File: config.mk
export PLATFORM = sky130hd
export DESIGN_NAME = wb_mux_nport
export DESIGN_NICKNAME = d
export VERILOG_FILES = /design/src/rtl/wb_mux_nport.sv
export SDC_FILE = /design/constraint.sdc
export NUM_CORES = 1
export LEC_CHECK = 0
export ABC_AREA = 1
export CELL_PAD_IN_SITES_DETAIL_PLACEMENT = 1
export CELL_PAD_IN_SITES_GLOBAL_PLACEMENT = 1
export CORE_AREA = 4 4 308 310
export CTS_CLUSTER_SIZE = 10
export DETAILED_ROUTE_END_ITERATION = 16
export DIE_AREA = 0 0 312 314
export HOLD_SLACK_MARGIN = 0.03
export PLACE_DENSITY_LB_ADDON = 0.1
export SYNTH_ARGS = -nofsm -noshare
export SYNTH_HDL_FRONTEND = slang
export SYNTH_SLANG_ARGS = --single-unit
File: constraint.sdc
create_clock -name clk -period 1.6 [get_ports clk]
set_input_delay 0.16 -clock clk [delete_from_list [all_inputs] [get_ports clk]]
set_output_delay 0.16 -clock clk [all_outputs]
set_load 0.03 [all_outputs]
File: src/rtl/wb_mux_nport.sv
// wb_mux_nport: Wishbone classic 1-master / NUM_SLAVES-slave address decoder and mux.
//
// A master cycle is decoded against per-slave (prefix, mask) pairs while
// IDLE; the lowest matching index is latched and the FSM routes the cycle to
// that slave only (ACTIVE). An unmapped access produces a one-cycle error
// (ERROR). Address, data and byte selects are broadcast to every slave;
// cyc/stb/we and the response path belong to the latched slave alone.
//
// Optional feature: define WB_MUX_NPORT_TIMEOUT_EN to compile in a watchdog
// that aborts an ACTIVE cycle after TIMEOUT_CYCLES clocks without a slave
// response and returns a one-cycle master error.
//
// Ports:
//   clk, rst_n                   clock, asynchronous active-low reset
//   wbm_*_i / wbm_*_o            master-side Wishbone classic port
//   wbs_*_o / wbs_*_i            slave-side ports, packed, slave k in slice k
//   wbs_addr, wbs_addr_msk       per-slave address prefix and prefix mask
//   busy_o                       high while the FSM is not IDLE
module wb_mux_nport #(
  parameter int NUM_SLAVES     = 4,
  parameter int DATA_WIDTH     = 32,
  parameter int ADDR_WIDTH     = 32,
  parameter int SELECT_WIDTH   = DATA_WIDTH / 8,
  parameter int TIMEOUT_CYCLES = 255
) (
  input  logic                               clk,
  input  logic                               rst_n,
  // master side
  input  logic [ADDR_WIDTH-1:0]              wbm_adr_i,
  input  logic [DATA_WIDTH-1:0]              wbm_dat_i,
  input  logic                               wbm_we_i,
  input  logic [SELECT_WIDTH-1:0]            wbm_sel_i,
  input  logic                               wbm_stb_i,
  input  logic                               wbm_cyc_i,
  output logic [DATA_WIDTH-1:0]              wbm_dat_o,
  output logic                               wbm_ack_o,
  output logic                               wbm_err_o,
  output logic                               wbm_rty_o,
  // slave side
  output logic [NUM_SLAVES*ADDR_WIDTH-1:0]   wbs_adr_o,
  output logic [NUM_SLAVES*DATA_WIDTH-1:0]   wbs_dat_o,
  output logic [NUM_SLAVES-1:0]              wbs_we_o,
  output logic [NUM_SLAVES*SELECT_WIDTH-1:0] wbs_sel_o,
  output logic [NUM_SLAVES-1:0]              wbs_stb_o,
  output logic [NUM_SLAVES-1:0]              wbs_cyc_o,
  input  logic [NUM_SLAVES*DATA_WIDTH-1:0]   wbs_dat_i,
  input  logic [NUM_SLAVES-1:0]              wbs_ack_i,
  input  logic [NUM_SLAVES-1:0]              wbs_err_i,
  input  logic [NUM_SLAVES-1:0]              wbs_rty_i,
  // address map
  input  logic [NUM_SLAVES*ADDR_WIDTH-1:0]   wbs_addr,
  input  logic [NUM_SLAVES*ADDR_WIDTH-1:0]   wbs_addr_msk,
  // status
  output logic                               busy_o
);

  localparam int IDX_W = $clog2(NUM_SLAVES);

  typedef enum logic [1:0] {
    ST_IDLE   = 2'd0,
    ST_ACTIVE = 2'd1,
    ST_ERROR  = 2'd2
  } state_t;

  state_t           state_q;
  logic [IDX_W-1:0] idx_q;
  logic             busy_q;

  logic             hit;
  logic [IDX_W-1:0] hit_idx;
  logic             active;
  logic             live;
  logic             sel_ack;
  logic             sel_err;
  logic             sel_rty;
  logic             resp;
  logic [DATA_WIDTH-1:0] sel_dat;
  logic             tmo_hit;

`ifdef WB_MUX_NPORT_TIMEOUT_EN
  localparam logic [15:0] TMO_LAST = 16'(TIMEOUT_CYCLES - 1);
  logic [15:0] tmo_cnt_q;
`endif

  // Address decode; first match in ascending order wins.
  always_comb begin
    hit     = 1'b0;
    hit_idx = '0;
    for (int unsigned k = 0; k < NUM_SLAVES; k++) begin
      if (!hit &&
          (((wbm_adr_i ^ wbs_addr[k*ADDR_WIDTH +: ADDR_WIDTH]) &
            wbs_addr_msk[k*ADDR_WIDTH +: ADDR_WIDTH]) == '0)) begin
        hit     = 1'b1;
        hit_idx = IDX_W'(k);
      end
    end
  end

  assign active  = (state_q == ST_ACTIVE);
  // Slave strobes are gated by the live master cyc so a cyc drop takes
  // effect in the same cycle, before the FSM leaves ACTIVE.
  assign live    = active & wbm_cyc_i;

  assign sel_ack = wbs_ack_i[idx_q];
  assign sel_err = wbs_err_i[idx_q];
  assign sel_rty = wbs_rty_i[idx_q];
  assign sel_dat = wbs_dat_i[idx_q*DATA_WIDTH +: DATA_WIDTH];
  assign resp    = sel_ack | sel_err | sel_rty;

`ifdef WB_MUX_NPORT_TIMEOUT_EN
  // A response in the final watchdog cycle wins over the timeout.
  assign tmo_hit = live & ~resp & (tmo_cnt_q == TMO_LAST);
`else
  assign tmo_hit = 1'b0;
`endif

  // Broadcast fields.
  assign wbs_adr_o = {NUM_SLAVES{wbm_adr_i}};
  assign wbs_dat_o = {NUM_SLAVES{wbm_dat_i}};
  assign wbs_sel_o = {NUM_SLAVES{wbm_sel_i}};

  // Per-slave control: only the latched slave sees the master cycle.
  always_comb begin
    wbs_cyc_o = '0;
    wbs_stb_o = '0;
    wbs_we_o  = '0;
    for (int unsigned k = 0; k < NUM_SLAVES; k++) begin
      if (live && (idx_q == IDX_W'(k))) begin
        wbs_cyc_o[k] = 1'b1;
        wbs_stb_o[k] = wbm_stb_i;
        wbs_we_o[k]  = wbm_we_i;
      end
    end
  end

  // Master response path.
  assign wbm_ack_o = live & sel_ack;
  assign wbm_rty_o = live & sel_rty;
  assign wbm_err_o = (live & sel_err) | (state_q == ST_ERROR);
  assign wbm_dat_o = live ? sel_dat : '0;

  assign busy_o = busy_q;

  always_ff @(posedge clk or negedge rst_n) begin
    if (!rst_n) begin
      state_q   <= ST_IDLE;
      idx_q     <= '0;
      busy_q    <= 1'b0;
`ifdef WB_MUX_NPORT_TIMEOUT_EN
      tmo_cnt_q <= '0;
`endif
    end else begin
      case (state_q)
        ST_IDLE: begin
          if (wbm_cyc_i && wbm_stb_i) begin
            busy_q <= 1'b1;
            if (hit) begin
              idx_q   <= hit_idx;
              state_q <= ST_ACTIVE;
`ifdef WB_MUX_NPORT_TIMEOUT_EN
              tmo_cnt_q <= '0;
`endif
            end else begin
              state_q <= ST_ERROR;
            end
          end
        end
        ST_ACTIVE: begin
          if (!wbm_cyc_i || resp) begin
            state_q <= ST_IDLE;
            busy_q  <= 1'b0;
          end else if (tmo_hit) begin
            state_q <= ST_ERROR;
          end else begin
`ifdef WB_MUX_NPORT_TIMEOUT_EN
            tmo_cnt_q <= tmo_cnt_q + 16'd1;
`endif
          end
        end
        ST_ERROR: begin
          state_q <= ST_IDLE;
          busy_q  <= 1'b0;
        end
        default: begin
          state_q <= ST_IDLE;
          busy_q  <= 1'b0;
        end
      endcase
    end
  end

endmodule

## After elaboration in Yosys (flattened, before gate mapping)

Cells that the tools add are included.

- Register bits after elaboration: 5
- Bits of input ports: 469
- Output and inout port bits: 320
- Logic and storage cells: 81

- Magnitude comparators: 1
- Equality and inequality tests: 7
- Shift operators: 1
- Multiplexer cells: 33
- Bitwise gates (word level): 15
- Reductions and logical operators: 21

Operators by type and width:

| kind | count |
|---|---|
| $and 32x32->32 | 4 |
| $logic_not 32->1 | 4 |
| $shiftx 128x8->32 | 1 |
| $xor 32x32->32 | 4 |
| $mux 32 | 1 |
| $mux 1 | 22 |
| $mux 2 | 5 |
| $logic_and 1x1->1 | 8 |
| $bmux 1 s2 | 3 |
| $eq 2x2->1 const B | 3 |
| $and 1x1->1 | 4 |
| $eq 2x1->1 const B | 2 |
| $logic_not 1->1 | 4 |
| $logic_not 2->1 | 2 |
| $pmux 2 s2 | 1 |
| $lt 2x3->1 const B | 1 |
| $or 1x1->1 | 3 |
| $reduce_and 3->1 | 1 |
| $ne 2x1->1 const B | 1 |
| $ne 2x2->1 const B | 1 |
| $pmux 1 s2 | 1 |
| $reduce_and 2->1 | 1 |
| $logic_or 1x1->1 | 1 |

## Depth between registers and ports, before layout

Gate-level depths: netlist of the first run.

- Word-level depth: 16
- Depth in mapped cells: 14
- Gate-level depth less buffers: 14

## Least setup slack after synthesis of the first run

Ideal clock, no wire load.

- Path type: register -> output
- From: register idx_q[0]
- To: output port wbs_stb_o[0]
- Arrival: 1.736 ns
- Required time: 1.440 ns
- Slack: -0.296 ns
- Stages on the path, launching flop included: 5
- Path buffers: 1
- Path through: dfrtp_1 > nor2_1 > buf_2 > inv_1 > nor3_1

- Cells in the longest elaborated chain, start to end: 3

Ends and longest elaborated chain:

| what | line | source |
|---|---|---|
| start: declaration | 66 | `logic [IDX_W-1:0] idx_q;` |
| start signal: assignment | 158 | `idx_q <= hit_idx;` |
| $logic_not 2->1 | 128 | `if (live && (idx_q == IDX_W'(k))) begin` |
| $logic_and 1x1->1 | 128 |  |
| $mux 1 | 128 |  |
| end: declaration | 44 | `output logic [NUM_SLAVES-1:0] wbs_stb_o,` |

No other way between the ends.

## Final worst setup path of the first run

- From: register idx_q[1]
- To: output port wbm_dat_o[1]

- Cells in the longest elaborated chain, start to end: 2

Ends and longest elaborated chain:

| what | line | source |
|---|---|---|
| $shiftx 128x8->32 | 107 | `assign sel_dat = wbs_dat_i[idx_q*DATA_WIDTH +: DATA_WIDTH];` |
| $mux 32 | 140 | `assign wbm_dat_o = live ? sel_dat : '0;` |
| end: declaration | 35 | `output logic [DATA_WIDTH-1:0] wbm_dat_o,` |

No other way between the ends.

==> results of run 1 <==
## power groups by stage
stage	clock [uW]	combinational (uW)	sequential, uW
floorplan	0	1800	144
global placement	0	2970	137
detailed placement	0	2970	137
CTS	439	3180	135
global route	442	3480	136
finish	429	3190	135
## cell families (layout without fill, tap and decap cells)
group,after synthesis,in the layout,synth area share [%]
AND/OR/NAND/NOR,571,571,41.6
flip-flops,5,5,2.10
other,0,13,0
buffers and inverters,415,885,43.6
AO/OA/AOI/OAI,115,115,12.6
## worst reg2reg max path: stages (launching register included)
cell	delay (ns)
dfrtp_2	0.43
inv_2	0.09
nor2_4	0.04
buf_12	0.15
buf_8	0.14
nand2_1	0.05
nand4_1	0.11
inv_2	0.11
nand3_4	0.10
buf_4	0.16
o21ai_2	0.10
nand2_1	0.06
nand2_1	0.05
## timing repair
item                       4_1_cts  5_1_grt
resized for setup              368      244
cloned                           4        3
buffers inserted                 9       10
pin swaps                      114       96
setup endpoints to repair       52       51
## state kept, by name, summed over array words and instances (netlist names)
signal,flops
idx_q,2
state_q,2
busy_o,1
## final cells by class
class,instances,area (sq um)
diodes,13,32.5
multi-input cells,686,4670
well taps,1186,1480
inverters,125,495
flip-flops and latches,5,128
repair buffers,756,7540
fillers,11000,77200
clock buffers,4,78.8
## metal layers
metal	up-vias	GRT usage (%)	share of wire (%)	wire [microns]
met5	-	0	0.17	90
met4	14	1.69	1.2	648
met3	48	3.39	8.4	4380
met2	377	18.6	52	27100
met1	3977	11.1	38	20100
li1	4202	-	-	-
## path summary, 6_finish.rpt
check	from	end	slack [ns]
setup / recovery	idx_q[1]	wbm_dat_o[1]	-0.27
hold / removal	rst_n	busy_o	0.19
setup reg to reg	idx_q[1]	busy_o	-0.07
hold reg to reg	busy_o	busy_o	0.47
max in group asynchronous	rst_n	idx_q[0]	1.15
min in group clk	wbm_dat_i[16]	wbs_dat_o[16]	0.32
## through the flow
| step | instance area [sq um] | power (uW) | cells | setup TNS [ns] | hold WS [ns] |
|---|---|---|---|---|---|
| final | 14400 | 3750 | 2775 | -7.73 | 0.193 |
| after CTS | 13500 | 3750 | 2750 | -9.96 | 0.211 |
| after detailed placement | 12400 | 3110 | 2738 | -8.19 | 0.320 |
| after global placement | 12400 | 3100 | 2738 | -8.65 | 0.320 |
| after floorplan | 6090 | 1940 | 1106 | -0.471 | -0.136 |
| after global routing | 14400 | 4050 | 2769 | -11.25 | 0.214 |
## synthesized netlist by cell type
cell type,count
buf_1,2
a21boi_1,1
nand2_1,307
nand2_2,6
nand4_1,8
o21ai_1,7
inv_1,119
a21oi_1,33
or2_0,2
buf_2,8
nor2_2,9
nor2_4,1
nor2_1,73
dfrtp_1,5
o21ai_2,1
a21oi_2,1
nand3_1,118
buf_4,272
a22oi_1,65
nand2_4,2
clkbuf_1,7
or2_1,36
o22ai_1,1
buf_6,1
inv_2,6
nor3_1,9
o21ai_0,6
==> metrics.yaml, run 1 <==
layout:
  final_core_util_pct: 15.7
  layout.nets: 2046
  final_common_cell: "clkdlybuf4s50_1"
  syn_to_final_growth_pct: 143
  most-common-layout-cells: "304 x clkdlybuf4s50_1, 244 x nand2_1, 225 x buf_4"
  drive_gt1_share_pct: 42.8
drt:
  dr.pass1.iters: 5
  route.detailed.wl_per_inst_microns: 18.9
  ant_nets: 0
  via_per_inst: 3.11
  routed_wl_microns: 52300
  dr_total_vias: 8618
  drt-initial-drc-count: 174
  drc_errors: 0
setup_path:
  critPathMaxStageDelay_ns: 0.43
  cpMostUsedCell: "buf_12"
  crit_chain: "buf_6 -> nor2_4 -> buf_12 -> buf_12 -> a22oi_2 -> a21oi_2 -> buf_6 -> buf_12"
  cp.required_ns: 1.44
  cpLargestDelayFamily: "buffers and inverters"
  arrival_ns: 1.71
  path_depth: 8
  slowest_stage: "dfrtp_2"
  cp_max_fo: 8
  r2r.worst_path.cells: 12
  end_kind: "primary output"
  path_class: "flip-flop to primary output"
  critPathLaunchType: "flip-flop"
  path_buf_inv: 5
place:
  place_ws_ns: -0.936
  place_congestion: 0.776
  hpwl_microns: 47200
  port_buffers: 608
power:
  p_leak_uw: 0.00662
  vdd_drop_max_mv: 0.216
  p_sw_share_pct: 43.2
  p_sw_uw: 1620
  intPower_uw: 2130
  power.share.clock_pct: 11.4
  powerDensity_nw_per_um2: 260
  combPwrFrac_pct: 85.0
  p_seq_share_pct: 3.6
global_route:
  grt_pass1_wl_microns: 70200
  antenna_found_initial: 22
  grt_overflow: 0
  grt_use_total_pct: 9.95
  grt_pass1_vias: 9306
  grt_start_max_net_pins: 21
clocking:
  numCtsBuffers: 3
  cts-root-buf: "clkbuf_16"
  hold_buffers: 0
  clkTransAtPathRegs_ns: 0.04
  cts_sinks: 5
  cts.path.max_buffers: 2
  clock_latency_ns: 0.23
  cts_tree: "yes"
  cts.htree.levels: 1
sta:
  finClkSkew_ns: 0.000855
  worst_pin_slew_ns: 0.326
  max_slew_margin_pct: 78.3
  grt_setup_unrepaired: "yes"
  hold_violations: 0
  period_share_pct: 117
  fin_crit_ns: 1.87
  drv_slew: 0
  fin_ws_ns: -0.268
  setup_viol: 44
  max_freq_mhz: 535
logic_synthesis:
  ys_seq_area_share_pct: 2.10
  netlist_area_sq_um: 5950
  ys_types: 27
  synth_cells: 1106
  syn_area_per_cell_sq_um: 5.38
  syn-num-nets: 1575
  synth-seq-cells: 5
  synth_top_area_share_pct: 34.3
  synth_warnings: 0
  yosysTopAreaCell: "buf_4"
  yosys-top-cells-area: "buf_4 34%, nand2_1 19%, nand3_1 9.9%"
floorplan:
  die_h_microns: 314
  start_util_pct: 6.49
  die_w_microns: 312
  core_area_sq_um: 91700
  design.die.area_sq_um: 98000
  core.rowCount: 111
  io_pins: 789
status:
  outcome: "complete, but fails checks"
  violations: "negative setup slack"
flow_run:
  max_cap_viol_count: 0
hold_path:
  hp-class: "primary input to asynchronous set/reset pin"
(Power assumes the default switching activity.)
==> run 2: changes to the inputs <==
--- a/config.mk
+++ b/config.mk
@@ -17,3 +17,4 @@
 export SYNTH_ARGS = -nofsm -noshare
 export SYNTH_HDL_FRONTEND = slang
 export SYNTH_SLANG_ARGS = --single-unit
+export TNS_END_PERCENT = 1
==> metrics.yaml, run 2 (synthesized netlist as in run 1, its figures left out) <==
drt:
  route.detailed.wl_per_inst_microns: 18.6
  dr_total_vias: 8341
  dr.pass1.iters: 4
  ant_nets: 0
  drt-initial-drc-count: 228
  via_per_inst: 3.04
  routed_wl_microns: 51200
  drc_errors: 0
layout:
  register_area_sq_um: 128
  syn_to_final_growth_pct: 118
  layout.nets: 2024
  final_common_cell: "clkdlybuf4s50_1"
  final_core_util_pct: 14.1
  final_area_sq_um: 13000
  multi_input_area_sq_um: 3610
  fillers: 11100
  final_cell_count_no_fill: 2747
  most-common-layout-cells: "403 x clkdlybuf4s50_1, 293 x nand2_1, 242 x buf_4"
  drive_gt1_share_pct: 26.6
flow_run:
  max_cap_viol_count: 0
status:
  violations: "negative setup slack"
  outcome: "complete, but fails checks"
clocking:
  cts.path.max_buffers: 2
  clock_latency_ns: 0.23
  cts_tree: "yes"
  numCtsBuffers: 3
  hold_buffers: 0
  clkTransAtPathRegs_ns: 0.04
  cts_sinks: 5
  cts.htree.levels: 1
  cts-root-buf: "clkbuf_16"
place:
  port_buffers: 608
  place_ws_ns: -0.854
  place_congestion: 0.759
  dpl.cell_count: 2723
  hpwl_microns: 46300
  placed_area_sq_um: 12200
setup_path:
  r2r.worst_path.cells: 12
  path_class: "flip-flop to primary output"
  critPathLaunchType: "flip-flop"
  cp_max_fo: 5
  arrival_ns: 1.72
  end_kind: "primary output"
  cp.required_ns: 1.44
global_route:
  use_met3_pct: 3.86
  use_met1_pct: 10.8
  top_usage_layer: "met2"
  grt_use_total_pct: 9.78
  antenna_found_initial: 19
  grt_start_max_net_pins: 37
  grt_pass1_wl_microns: 69900
  grt_pass1_vias: 9116
  grt_use_met2_pct: 18.2
  grt_overflow: 0
sta:
  worst_pin_slew_ns: 0.426
  max_slew_margin_pct: 71.5
  tns_ns: -10.34
  fin_ws_ns: -0.282
  grt_setup_unrepaired: "yes"
  max_freq_mhz: 531
  finClkSkew_ns: 0.00366
  period_share_pct: 118
  drv_slew: 0
  fin_crit_ns: 1.88
  setup_viol: 48
  hold_violations: 0
power:
  powerDensity_nw_per_um2: 266
  p_leak_uw: 0.00576
  vdd_drop_max_mv: 0.205
floorplan:
  die_w_microns: 312
  io_pins: 789
  die_h_microns: 314
  core.rowCount: 111
  start_util_pct: 6.49
  design.die.area_sq_um: 98000
  core_area_sq_um: 91700
hold_path:
  hp-class: "primary input to asynchronous set/reset pin"
run 2: cell count changes in the layout (fill, tap and decap cells not counted), moves of 25 or more:
cell	previous run	this run
nor2_1	23	53
nand2_1	244	293
buf_6	61	18
nand3_2	57	13
dlymetal6s2s_1	54	8
nand3_1	46	103
a21oi_1	1	27
clkdlybuf4s50_1	304	403
nand2_2	57	18
a21oi_2	32	7
run 2: power by group:
group	leakage [uW]	switching, uW	internal [uW]
clock network	0.0000409	87.7	327
registers	0.0000592	5.10	132
logic	0.00566	1330	1570
total	0.00576	1420	2030
run 2: routing by layer:
metal / wire, microns / vias up
met1: 19700 / 3768
met2: 26300 / 370
met5: 126 / -
met4: 350 / 20
met3: 4680 / 39
li1: - / 4144
run 2: timing repair:
action                                  4_1_cts  5_1_grt
resized for setup                           107       47
pin swaps                                    31       22
endpoints found under the setup margin       50       52
cloned                                        3        4
buffers inserted                              4        3
run 2: critical path: stages (launching register included):
cell	delay (ns)
dfrtp_2	0.43
buf_6	0.14
nor2_4	0.09
buf_6	0.13
buf_12	0.14
clkbuf_16	0.15
a22oi_2	0.07
a21oi_1	0.15
buf_4	0.18
run 2: worst paths after layout:
kind	slack [ns]	startpoint	end
hold / removal	0.20	rst_n	state_q[1]
setup / recovery	-0.28	idx_q[1]	wbm_dat_o[3]
hold reg to reg	0.52	busy_o	busy_o
setup reg to reg	-0.10	idx_q[1]	busy_o
min in group clk	0.32	wbm_dat_i[12]	wbs_dat_o[108]
max in group asynchronous	1.14	rst_n	idx_q[1]
run 2: final cells by class:
type                            count  area share [%]
Sequential cell                     5           0.985
Tap cell                         1186            11.5
Clock inverter                      1          0.0386
Multi-Input combinational cell    686            27.9
Timing Repair Buffer              734            55.3
Antenna cell                        7           0.135
Inverter                          125            3.64
Clock buffer                        3           0.579
run 2: per-stage QoR:
stage | hold WS (ns) | power [uW]
after detailed placement | 0.320 | 3060
after CTS | 0.212 | 3530
after floorplan | -0.136 | 1930
after global placement | 0.320 | 3040
final | 0.196 | 3450
after global routing | 0.209 | 3750
==> run 3: changes to the inputs <==
--- a/config.mk
+++ b/config.mk
@@ -7,11 +7,12 @@
 export LEC_CHECK = 0
 export ABC_AREA = 1
 export CELL_PAD_IN_SITES_DETAIL_PLACEMENT = 1
-export CELL_PAD_IN_SITES_GLOBAL_PLACEMENT = 1
-export CORE_AREA = 4 4 308 310
+export CELL_PAD_IN_SITES_GLOBAL_PLACEMENT = 2
+export CORE_AREA = 4 4 304 306
 export CTS_CLUSTER_SIZE = 10
 export DETAILED_ROUTE_END_ITERATION = 16
-export DIE_AREA = 0 0 312 314
+export DIE_AREA = 0 0 308 310
+export DONT_BUFFER_PORTS = 1
 export HOLD_SLACK_MARGIN = 0.03
 export PLACE_DENSITY_LB_ADDON = 0.1
 export SYNTH_ARGS = -nofsm -noshare
==> metrics.yaml, run 3 (synthesized netlist as in run 1, its figures left out) <==
setup_path:
  cpLargestDelayFamily: "buffers and inverters"
  critPathLaunchType: "flip-flop"
  endpoint: "wbm_dat_o[27]"
  path_depth: 7
  regToRegEndpoint: "state_q[0]"
  r2r.worst_path.cells: 9
  cp_max_fo: 9
  path_class: "flip-flop to primary output"
  end_kind: "primary output"
  crit_chain: "inv_2 -> nor2_4 -> buf_12 -> clkbuf_16 -> a22oi_1 -> a21oi_1 -> buf_4"
  slowest_stage: "dfrtp_2"
  arrival_ns: 1.67
  cp.required_ns: 1.44
  r2r_start: "idx_q[1]"
  crit_start: "idx_q[1]"
  critPathMaxStageDelay_ns: 0.44
  rrSetupSlack_ns: 0.12
  path_buf_inv: 4
floorplan:
  core.rowCount: 110
  die_h_microns: 310
  core_area_sq_um: 89600
  start_util_pct: 6.64
  io_pins: 789
  design.die.area_sq_um: 95500
  die_w_microns: 308
layout:
  layout.nets: 1402
  fillers: 11000
  final_cell_count_no_fill: 2108
  final_common_cell: "nand2_1"
  final_area_sq_um: 6750
  syn_to_final_growth_pct: 13.4
  drive_gt1_share_pct: 19.3
  diodes: 0
  register_area_sq_um: 128
  most-common-layout-cells: "306 x nand2_1, 111 x inv_1, 110 x nand3_1"
  multi_input_area_sq_um: 3400
clocking:
  cts_sinks: 5
  cts_tree: "yes"
  cts-root-buf: "clkbuf_16"
  clkTransAtPathRegs_ns: 0.03
  cts.path.max_buffers: 2
  clock_latency_ns: 0.23
  numCtsBuffers: 3
  cts.htree.levels: 1
status:
  outcome: "complete, but fails checks"
  violations: "negative setup slack"
sta:
  max_slew_margin_pct: 74.4
  worst_pin_slew_ns: 0.384
  period_share_pct: 114
  fin_crit_ns: 1.83
  hold_violations: 0
  fin_ws_ns: -0.226
  drv_slew: 0
  max_freq_mhz: 548
  finClkSkew_ns: 0.00219
  setup_viol: 43
  tns_ns: -6.23
  grt_setup_unrepaired: "yes"
global_route:
  grt_start_max_net_pins: 29
  grt_pass1_wl_microns: 54000
  antenna_found_initial: 3
  grt_use_total_pct: 8.12
  grt_pass1_vias: 6459
  grt_overflow: 0
place:
  port_buffers: 0
  place_congestion: 0.698
  hpwl_microns: 38400
  dpl.cell_count: 2095
  place_ws_ns: -0.413
  placed_area_sq_um: 6280
power:
  p_total_uw: 1470
  vdd_drop_max_mv: 0.228
  p_leak_uw: 0.00295
  powerDensity_nw_per_um2: 217
drt:
  drc_errors: 0
  via_per_inst: 2.85
  ant_nets: 0
  dr.pass1.iters: 4
  drt-initial-drc-count: 186
  route.detailed.wl_per_inst_microns: 20.0
  routed_wl_microns: 42100
  dr_total_vias: 6018
hold_path:
  hp-class: "primary input to flip-flop"
flow_run:
  max_cap_viol_count: 0
## run 3: cell types whose count changed in the layout (fill, tap and decap cells not counted), sizes merged
cell / before / now
buf: 299 / 107
clkbuf: 5 / 8
clkdlybuf4s50: 403 / 0
clkinv: 1 / 0
diode: 7 / 0
dlygate4sd2: 22 / 0
dlygate4sd3: 0 / 1
dlymetal6s2s: 8 / 0
## run 3: worst min-delay path by stage
| stage | slack, ns | endpoint | depth (start not counted) | startpoint |
|---|---|---|---|---|
| 2_1_floorplan | -0.14 | busy_o | 0 | rst_n |
| 3_3_place_gp | -0.13 | idx_q[1] | 0 | rst_n |
| 3_5_place_dp | -0.13 | idx_q[1] | 0 | rst_n |
| 4_1_cts | 0.28 | state_q[0] | 1 | rst_n |
| 5_1_grt | 0.29 | state_q[1] | 1 | rst_n |
| 6_report | 0.25 | idx_q[1] | 4 | wbm_cyc_i |
## run 3: worst register-to-register path: cells and delay by family, from the launching register on
| kind | cells | cell delay [ns] |
|---|---|---|
| AO/OA/AOI/OAI | 2 | 0.24 |
| flip-flops | 1 | 0.46 |
| AND/OR/NAND/NOR | 3 | 0.22 |
| buffers and inverters | 4 | 0.50 |
## run 3: power breakdown
part / switching [uW] / internal (uW)
sequential: 14.0 / 132
clock: 85.9 / 330
combinational: 519 / 384
## run 3: per-layer routing
layer	vias to the layer above	track usage [%]	share of wire, %
met2	393	14.8	50
li1	2884	-	-
met4	6	0.774	0.64
met3	25	3.70	11
met1	2710	8.94	38
met5	-	0	0.11
## run 3: final cells by class
cell class / instances / share of cell area, %
multi-input cells: 686 / 50.4
flip-flops and latches: 5 / 1.89
inverters: 125 / 7.14
well taps: 1176 / 21.8
clock buffers: 4 / 1.17
repair buffers: 112 / 17.6
## run 3: metrics by stage
step,utilization [%],hold WS (ns)
6_report,7.53,0.250
5_1_grt,7.53,0.290
4_1_cts,7.28,0.276
3_5_place_dp,7.00,-0.134
3_3_place_gp,7.00,-0.134
2_1_floorplan,-,-0.136
## run 3: what timing repair did
| item | in CTS | in global routing |
|---|---|---|
| endpoints found under the hold margin | 5 | 0 |
| pin swaps | 6 | 9 |
| gates cloned | 1 | 4 |
| gates resized for setup | 34 | 27 |
| buffers inserted | 2 | 1 |
| setup endpoints to repair | 50 | 50 |
| hold buffers | 1 | 0 |
